[src/rtl/pong_game_state.sv]
// pong_game_state: per-frame Pong engine. Holds paddles, ball, scores and the
// serve/play/point/over sequence; everything advances on frame_tick only.
//
// state     | meaning
// SERVE (0) | ball parked at centre while the serve counter runs
// PLAY  (1) | ball moving: wall bounces, paddle hits, misses
// POINT (2) | one frame after a miss: recentre, aim at the conceding side
// OVER  (3) | a score reached SCORE_MAX; frozen until start
module pong_game_state #(
    parameter int H_ACTIVE     = 640,
    parameter int V_ACTIVE     = 480,
    parameter int PADDLE_H     = 64,
    parameter int PADDLE_W     = 8,
    parameter int PADDLE_XL    = 16,
    parameter int PADDLE_XR    = 616,
    parameter int PADDLE_SPEED = 4,
    parameter int BALL_SIZE    = 8,
    parameter int BALL_SPEED   = 2,
    parameter int SCORE_MAX    = 9,
    parameter int SERVE_FRAMES = 60
) (
    input  logic       clk,
    input  logic       rst,
    input  logic       frame_tick,
    input  logic       btn_l_up,
    input  logic       btn_l_dn,
    input  logic       btn_r_up,
    input  logic       btn_r_dn,
    input  logic       start,
    output logic [9:0] paddle_l_y,
    output logic [9:0] paddle_r_y,
    output logic [9:0] ball_x,
    output logic [9:0] ball_y,
    output logic [3:0] score_l,
    output logic [3:0] score_r,
    output logic [1:0] state,
    output logic       game_over
);
    typedef enum logic [1:0] {
        ST_SERVE = 2'd0,
        ST_PLAY  = 2'd1,
        ST_POINT = 2'd2,
        ST_OVER  = 2'd3
    } state_t;

    localparam int CNT_W = $clog2(SERVE_FRAMES);

    // Signed 12-bit working constants so underflow shows up as a sign bit.
    localparam logic signed [11:0] PY_MAX = 12'(V_ACTIVE - PADDLE_H);
    localparam logic signed [11:0] P_SPD  = 12'(PADDLE_SPEED);
    localparam logic signed [11:0] B_SPD  = 12'(BALL_SPEED);
    localparam logic signed [11:0] B_SIZE = 12'(BALL_SIZE);
    localparam logic signed [11:0] P_H    = 12'(PADDLE_H);
    localparam logic signed [11:0] BY_MAX = 12'(V_ACTIVE - BALL_SIZE);
    localparam logic signed [11:0] FACE_L = 12'(PADDLE_XL + PADDLE_W);
    localparam logic signed [11:0] FACE_R = 12'(PADDLE_XR);
    localparam logic signed [11:0] MISS_R = 12'(H_ACTIVE - BALL_SIZE);

    localparam logic [9:0]       BALL_X0   = 10'((H_ACTIVE - BALL_SIZE) / 2);
    localparam logic [9:0]       BALL_Y0   = 10'((V_ACTIVE - BALL_SIZE) / 2);
    localparam logic [9:0]       PADDLE_Y0 = 10'((V_ACTIVE - PADDLE_H) / 2);
    localparam logic [9:0]       BALL_YTOP = 10'(V_ACTIVE - BALL_SIZE);
    localparam logic [9:0]       HIT_XL    = 10'(PADDLE_XL + PADDLE_W);
    localparam logic [9:0]       HIT_XR    = 10'(PADDLE_XR - BALL_SIZE);
    localparam logic [3:0]       SCORE_TOP = 4'(SCORE_MAX);
    localparam logic [CNT_W-1:0] SERVE_END = CNT_W'(SERVE_FRAMES - 1);

    state_t           st_q, st_n;
    logic [CNT_W-1:0] cnt_q, cnt_n;
    logic             dx_q, dx_n;   // 1 = moving right
    logic             dy_q, dy_n;   // 1 = moving down
    logic [9:0]       pl_n, pr_n, bx_n, by_n;
    logic [3:0]       sl_n, sr_n;

    logic signed [11:0] bx, by, pl, pr, nx, ny;
    logic               ov_l, ov_r, hit_l, hit_r, miss_l, miss_r;

    function automatic logic [9:0] paddle_step(input logic [9:0] y,
                                               input logic up, input logic dn);
        logic signed [11:0] t;
        t = {2'b00, y};
        if (up && !dn) begin
            t = t - P_SPD;
            if (t[11]) t = '0;
        end else if (dn && !up) begin
            t = t + P_SPD;
            if (t > PY_MAX) t = PY_MAX;
        end
        return t[9:0];
    endfunction

    function automatic logic [3:0] score_inc(input logic [3:0] s);
        return (s >= SCORE_TOP) ? SCORE_TOP : s + 4'd1;
    endfunction

    assign state     = st_q;
    assign game_over = (st_q == ST_OVER);

    // Next-frame computation; collision tests use the pre-update ball and paddles.
    always_comb begin
        pl_n  = paddle_l_y;
        pr_n  = paddle_r_y;
        bx_n  = ball_x;
        by_n  = ball_y;
        dx_n  = dx_q;
        dy_n  = dy_q;
        sl_n  = score_l;
        sr_n  = score_r;
        st_n  = st_q;
        cnt_n = cnt_q;

        bx = {2'b00, ball_x};
        by = {2'b00, ball_y};
        pl = {2'b00, paddle_l_y};
        pr = {2'b00, paddle_r_y};
        nx = dx_q ? bx + B_SPD : bx - B_SPD;
        ny = dy_q ? by + B_SPD : by - B_SPD;

        ov_l   = (by + B_SIZE > pl) && (by < pl + P_H);
        ov_r   = (by + B_SIZE > pr) && (by < pr + P_H);
        hit_l  = !dx_q && (bx >= FACE_L) && (nx <= FACE_L) && ov_l;
        hit_r  = dx_q && (bx + B_SIZE <= FACE_R) && (nx + B_SIZE >= FACE_R) && ov_r;
        miss_l = !dx_q && !hit_l && (nx[11] || nx == '0);
        miss_r = dx_q && !hit_r && (nx >= MISS_R);

        if (frame_tick) begin
            if (st_q != ST_OVER) begin
                pl_n = paddle_step(paddle_l_y, btn_l_up, btn_l_dn);
                pr_n = paddle_step(paddle_r_y, btn_r_up, btn_r_dn);
            end
            case (st_q)
                ST_SERVE: begin
                    bx_n = BALL_X0;
                    by_n = BALL_Y0;
                    if (cnt_q == SERVE_END) begin
                        cnt_n = '0;
                        st_n  = ST_PLAY;
                    end else begin
                        cnt_n = cnt_q + 1'b1;
                    end
                end
                ST_PLAY: begin
                    if (ny[11]) begin
                        by_n = '0;
                        dy_n = 1'b1;
                    end else if (ny >= BY_MAX) begin
                        by_n = BALL_YTOP;
                        dy_n = 1'b0;
                    end else begin
                        by_n = ny[9:0];
                    end
                    if (hit_l) begin
                        bx_n = HIT_XL;
                        dx_n = 1'b1;
                    end else if (hit_r) begin
                        bx_n = HIT_XR;
                        dx_n = 1'b0;
                    end else begin
                        bx_n = nx[11] ? '0 : nx[9:0];
                        if (miss_l) begin
                            sr_n = score_inc(score_r);
                            st_n = ST_POINT;
                        end else if (miss_r) begin
                            sl_n = score_inc(score_l);
                            st_n = ST_POINT;
                        end
                    end
                end
                ST_POINT: begin
                    // dx was left untouched by the miss, so it already points
                    // at the player who conceded.
                    bx_n = BALL_X0;
                    by_n = BALL_Y0;
                    st_n = (score_l == SCORE_TOP || score_r == SCORE_TOP) ? ST_OVER : ST_SERVE;
                end
                ST_OVER: begin
                    if (start) begin
                        sl_n  = '0;
                        sr_n  = '0;
                        bx_n  = BALL_X0;
                        by_n  = BALL_Y0;
                        cnt_n = '0;
                        st_n  = ST_SERVE;
                    end
                end
            endcase
        end
    end

    // Game state registers; reset wins over frame_tick.
    always_ff @(posedge clk) begin
        if (rst) begin
            paddle_l_y <= PADDLE_Y0;
            paddle_r_y <= PADDLE_Y0;
            ball_x     <= BALL_X0;
            ball_y     <= BALL_Y0;
            dx_q       <= 1'b1;
            dy_q       <= 1'b1;
            score_l    <= '0;
            score_r    <= '0;
            st_q       <= ST_SERVE;
            cnt_q      <= '0;
        end else begin
            paddle_l_y <= pl_n;
            paddle_r_y <= pr_n;
            ball_x     <= bx_n;
            ball_y     <= by_n;
            dx_q       <= dx_n;
            dy_q       <= dy_n;
            score_l    <= sl_n;
            score_r    <= sr_n;
            st_q       <= st_n;
            cnt_q      <= cnt_n;
        end
    end
endmodule
[config.mk]
export PLATFORM = sky130hd
export DESIGN_NAME = pong_game_state
export DESIGN_NICKNAME = d
export VERILOG_FILES = /design/src/rtl/pong_game_state.sv
export SDC_FILE = /design/constraint.sdc
export NUM_CORES = 1
export LEC_CHECK = 0
export CORE_ASPECT_RATIO = 1.75
export CORE_MARGIN = 10
export CORE_UTILIZATION = 35
export DETAILED_ROUTE_END_ITERATION = 12
export GPL_TIMING_DRIVEN = 0
export PLACE_DENSITY = 0.52
export SYNTH_ARGS = -nofsm -noshare
export SYNTH_HDL_FRONTEND = slang
export SYNTH_SLANG_ARGS = --single-unit
[constraint.sdc]
create_clock -name clk -period 6.6 [get_ports clk]
set_clock_uncertainty 0.2 [all_clocks]
set_input_delay 1.32 -clock clk [delete_from_list [all_inputs] [get_ports clk]]
set_output_delay 1.32 -clock clk [all_outputs]
set_load 0.05 [all_outputs]
* Word-level counts from Yosys, hierarchy flattened
Cells that the tools add are included.
** Word-level totals
- Bits in registers :: 58
- Bits of input ports :: 8
- Logic and storage cells :: 144
** Operators by class
- Add/subtract/negate cells :: 16
- $lt $le $gt $ge :: 14
- Equal/unequal tests :: 15
- Muxes and demuxes :: 46
- Reductions and logical operators :: 43
** Operator list (number)
- $mux 10 :: 15
- $pmux 10 s3 :: 2
- $mux 4 :: 10
- $ge 12x11->1 const B :: 2
- $mux 12 :: 2
- $add 10x2->11 const B :: 2
- $add 10x3->11 const B :: 2
- $add 10x4->11 const B :: 2
- $add 10x7->11 const B :: 2
- $gt 11x9->1 const B :: 2
- $lt 10x11->1 :: 2
- $sub 10x2->11 const B :: 2
- $sub 10x3->11 const B :: 2
- $logic_and 1x1->1 :: 16
- $ne 2x2->1 const B :: 8
- $pmux 4 s2 :: 2
- $reduce_and 3->1 :: 5
- $mux 2 :: 7
- $add 12x5->12 const B :: 1
- $ge 12x10->1 const B :: 1
- $gt 12x11->1 :: 1
- $le 12x6->1 const B :: 1
- $logic_not 12->1 :: 1
- $mux 6 :: 2
- 22 further kinds :: 42

* Depth between registers and ports, before layout
- Depth after elaboration :: 14
- Mapped depth :: 15

* Worst setup path before layout
No wires, ideal clock.
- Path type :: register to register
- From :: register ball_y[5]
- To :: register ball_x[2]
- Library setup time :: 0.074 ns
- Arrival time :: 3.572 ns
- Data required time :: 6.326 ns
- Slack :: 2.755 ns
- Stages on the path, launching flop included :: 16
- Cell sequence :: dfxtp_1 clkbuf_1 and3_1 clkbuf_1 nand3_1 xnor2_1 ha_1 nand4_1 a21oi_1 a2111o_1 a21oi_1 o21bai_1 o2111a_1 o211a_4 or4_4 o211ai_2
** On the way
- Longest elaborated chain between the ends :: 7
- Elaborated cells on any way between the ends :: 12
- Those cells by class :: add/sub (1); order compare (4); mux (3); reduce/logical (4)
** RTL lines
- start, declared :: line 33 : output logic [9:0] ball_y,
- start signal, assigned :: line 207 : ball_y <= by_n;
- $add 10x4->11 :: line 119, 120
- $gt 11x10->1 :: line 120 : ov_r = (by + B_SIZE > pr) && (by < pr + P_H);
- $logic_and 1x1->1 :: line 120
- $logic_and 1x1->1 :: line 122 : hit_r = dx_q && (bx + B_SIZE <= FACE_R) && (nx + B_SIZE >= FACE_R) && ov_r;
- $mux 10 :: line 155 : end else if (hit_r) begin
- $mux 10 * :: line 152 : if (hit_l) begin
- $pmux 10 s3 * :: line 131 : case (st_q)
- end signal, assigned :: line 206 : ball_x <= bx_n;
- end, declared :: line 32 : output logic [9:0] ball_x,
Every way passes the cells marked *; elsewhere a longest branch is shown, timed or not.
A chain may end at the register's enable or synchronous reset.

* Worst setup path in the final report
- From :: register dx_q
- To :: register ball_x[5]
** On the way
- Longest elaborated chain between the ends :: 8
- Elaborated cells on any way between the ends :: 15
- Those cells by class :: add/sub (1); order compare (2); mux (5); reduce/logical (7)
** RTL lines
- start, declared :: line 70 : logic dx_q, dx_n;
- start signal, assigned :: line 208 : dx_q <= dx_n;
- $mux 12 :: line 116 : nx = dx_q ? bx + B_SPD : bx - B_SPD;
- $add 12x5->12 :: line 122
- $ge 12x11->1 :: line 122
- $logic_and 1x1->1 (2 in a row) :: line 122
- $mux 10 :: line 155
- $mux 10 * :: line 152
- $pmux 10 s3 * :: line 131
Marked as above.

==> results.toml <==
[run_status]
outcome = "finished, final reports clean"

[worst_hold_path]
hold_class = "reg -> reg"

[cells_and_area]
drive_gt1_frac = 0.05495
fin_nets = 790
n_antenna_cell = 0
area_delta_synth_final_pct = 18.69

[timing]
tightestPinTransition_ns = 0.9893
setup_tns_ns = 0
rsz0062_at_grt = "false"
fin_crit_sh = 0.6779
setup_viol = 0
period_needed_ns = 4.474
fin_ws_ns = 2.126
max_freq_mhz = 223.5
hold_violations = 0
slew_viol_final = 0
relSlewSlack = 0.3354

[power_and_ir_drop]
swShare = 0.3210
switchingPower_uw = 275.3
p_leak_uw = 0.002267
p_per_area_nw_per_um2 = 145.4
ir_drop_mv = 0.09844
p_int_uw = 582.3
combPwrFrac = 0.233
post-layout-total-power_uw = 857.7
seqPwrFrac = 0.388
power_frac_clock = 0.379

[worst_setup_path]
cp_cell_sequence = "clkbuf_1, and4_1, or2_2, xor2_1, ha_1, and3_4, mux2_2, o22a_1, o211a_4, a2111oi_0, o21ai_0"
startpoint = "dx_q"
cp_data_arrival_time_ns = 4.42
rr_startpoint = "dx_q"
start_kind = "flop"
endpoint_kind = "flop"
r2r-end = "ball_x[5]"
worstPathRequired_ns = 6.55
r2r_setup_slack_ns = 2.13
crit_end = "ball_x[5]"
critPathKind = "reg -> reg"
cpMaxStageDelayCell = "a2111oi_0"
critPathMaxStageDelay_ns = 0.73
crit_fanout = 10
rr_worst_depth = 11

[global_route]
grt_usage = 0.1738
gr-total-overflow = 0
met2_usage = 0.3313
grt_pass1_vias = 5204
use_met1 = 0.1791
top_usage_layer = "met2"
grt_max_degree = 17
grt_pass1_wl_um = 27030
antenna_found_initial = 0
use_met3 = 0.02579

[flow_run]
cap_violations = 0

[clocking]
cts_resized = 0
clk_path_buf_depth = 2
numCtsBuffers = 5
h-tree-depth = 2
root_buffer = "clkbuf_16"
cts.hold.buffers_added = 0
cts.clk_slew.worst_paths_ns = 0.08
cts_tree = "built"
postCtsSetupRepairBufs = 0
clkLatencyLatePin_ns = 0.30
cts_sinks = 52

[routing]
vias = 5241
routedWlPerCell_um = 18.62
dr.pass1.iters = 5
avgViaCountPerCell = 5.791
drtAntennaViolNets = 0
route.detailed.drc = 0
first_iter_violations = 281
wl_um = 16850

[die]
die_area_um2 = 19550
dieWidth_um = 110.1
ios = 59
die_h_um = 177.6
start_util = 0.3573
core-area_um2 = 13910
row_count = 57

[logic_synthesis]
synth_cell_types = 75
syn_area_um2 = 4969
synth_edf_count = 0
yosysSeqAreaShare = 0.2095
synthArstFlopShare = 0
synth_top_flop_cell = "dfxtp_1"
yosys_register_bits = 52
synth.avg_cell_area_um2 = 7.483
syn_inst = 664
ys_warn_count = 0

[placed_design]
hpwl_um = 13300
pre_cts_slack_ns = 2.229
port_buffers = 51
gp_congestion = 0.9719
Yosys cell counts (all sizes together) (11+ instances only):
library cell,instances,area [µm²]
a21oi,49,245.2
a31oi,13,81.33
buf,13,90.08
clkbuf,28,105.1
dfxtp,52,1041
ha,55,688.2
inv,43,161.4
nand2,57,214.0
nand3,27,135.1
nand4,18,112.6
nor2,51,191.4
nor3,19,95.09
o211ai,11,87.58
o21ai,47,239.0
xnor2,18,157.7
logic make-up (layout without fill, tap and decap cells):
kind of cell | after synthesis | count (layout) | synth area share
buf+inv | 84 | 143 | 0.07177
compound gates | 199 | 199 | 0.2690
other cells | 1 | 6 | 0.0007548
fa+ha+maj | 55 | 55 | 0.1385
mux | 8 | 8 | 0.01637
flops | 52 | 52 | 0.2095
simple gates | 237 | 237 | 0.2433
xor+xnor | 28 | 28 | 0.05087
state kept, by name, summed over array words and instances (netlist names):
name / flops
ball_x: 9
ball_y: 9
cnt_q: 6
dx_q: 1
dy_q: 1
paddle_l_y: 8
paddle_r_y: 8
score_l: 4
score_r: 4
state: 2
cell usage in the layout, fill, tap and decap left out, types with 5 or more instances in the layout:
| cell | instances |
|---|---|
| clkbuf_16 | 5 |
| conb_1 | 6 |
| nor4_1 | 9 |
| o22ai_1 | 5 |
| xor2_1 | 9 |
| clkdlybuf4s50_1 | 51 |
| nand3_1 | 27 |
| nor2b_1 | 5 |
| a211oi_1 | 8 |
| nand2b_1 | 7 |
| and3_1 | 7 |
| o21ai_0 | 45 |
| dfxtp_1 | 52 |
| a21oi_1 | 49 |
| mux2i_1 | 7 |
| o31ai_1 | 5 |
| o21a_1 | 5 |
| nand4_1 | 18 |
| o211ai_1 | 10 |
| a31oi_1 | 13 |
| nor3_1 | 19 |
| inv_1 | 43 |
| xnor2_1 | 18 |
| nor2_1 | 51 |
| or3_1 | 9 |
| clkbuf_1 | 28 |
| buf_4 | 8 |
| nand2_1 | 57 |
| ha_1 | 55 |
| or2_2 | 6 |
routing by layer:
metal,wire length [µm],share of wire,vias to the layer above
li1,-,-,2565
met1,6352,0.38,2486
met2,9177,0.54,153
met3,780,0.046,37
met4,543,0.032,0
met5,0,0,-
metrics by stage:
step	std cells	area [µm²]	utilization	hold WS (ns)
after floorplan	669	4987	-	0.2712
after global placement	897	5719	0.4112	0.2980
after detailed placement	897	5719	0.4112	0.3005
after CTS	905	5897	0.4240	0.3148
after global routing	905	5897	0.4240	0.3529
final	905	5897	0.4240	0.3113
power groups by stage:
stage	clock network, µW	logic [µW]	registers (µW)
floorplan	0	119	362
global placement	0	197	340
detailed placement	0	200	340
CTS	334	201	333
global route	345	222	334
finish	325	200	333
worst max-delay path: cells and delay by family, from the launching register on:
kind,cells,cell delay [ns]
AO/OA/AOI/OAI,4,1.39
XOR/XNOR,1,0.39
adder cells (fa/ha/maj),1,0.34
buffers and inverters,1,0.50
flip-flops,1,0.51
multiplexers,1,0.33
AND/OR/NAND/NOR,3,0.65
cell type report:
| class | count | area [µm²] |
|---|---|---|
| clock inverter | 2 | 38.79 |
| buffer | 41 | 195.2 |
| tap | 177 | 221.5 |
| multi-input combinational | 533 | 3590 |
| clock buffer | 6 | 138.9 |
| sequential | 52 | 1041 |
| fill | 1487 | 8010 |
| inverter | 43 | 161.4 |
| timing repair buffer | 51 | 510.5 |
how the worst min path moves through the flow:
stage,end,cells after the start,from,slack (ns)
CTS,cnt_q[4],2,cnt_q[4],0.31
floorplan,cnt_q[4],2,cnt_q[4],0.27
global route,score_r[2],2,score_r[2],0.35
global placement,cnt_q[4],2,cnt_q[4],0.30
finish,cnt_q[4],2,cnt_q[4],0.31
detailed placement,cnt_q[4],2,cnt_q[4],0.30
No activity file was read; power rests on OpenSTA's default activity.
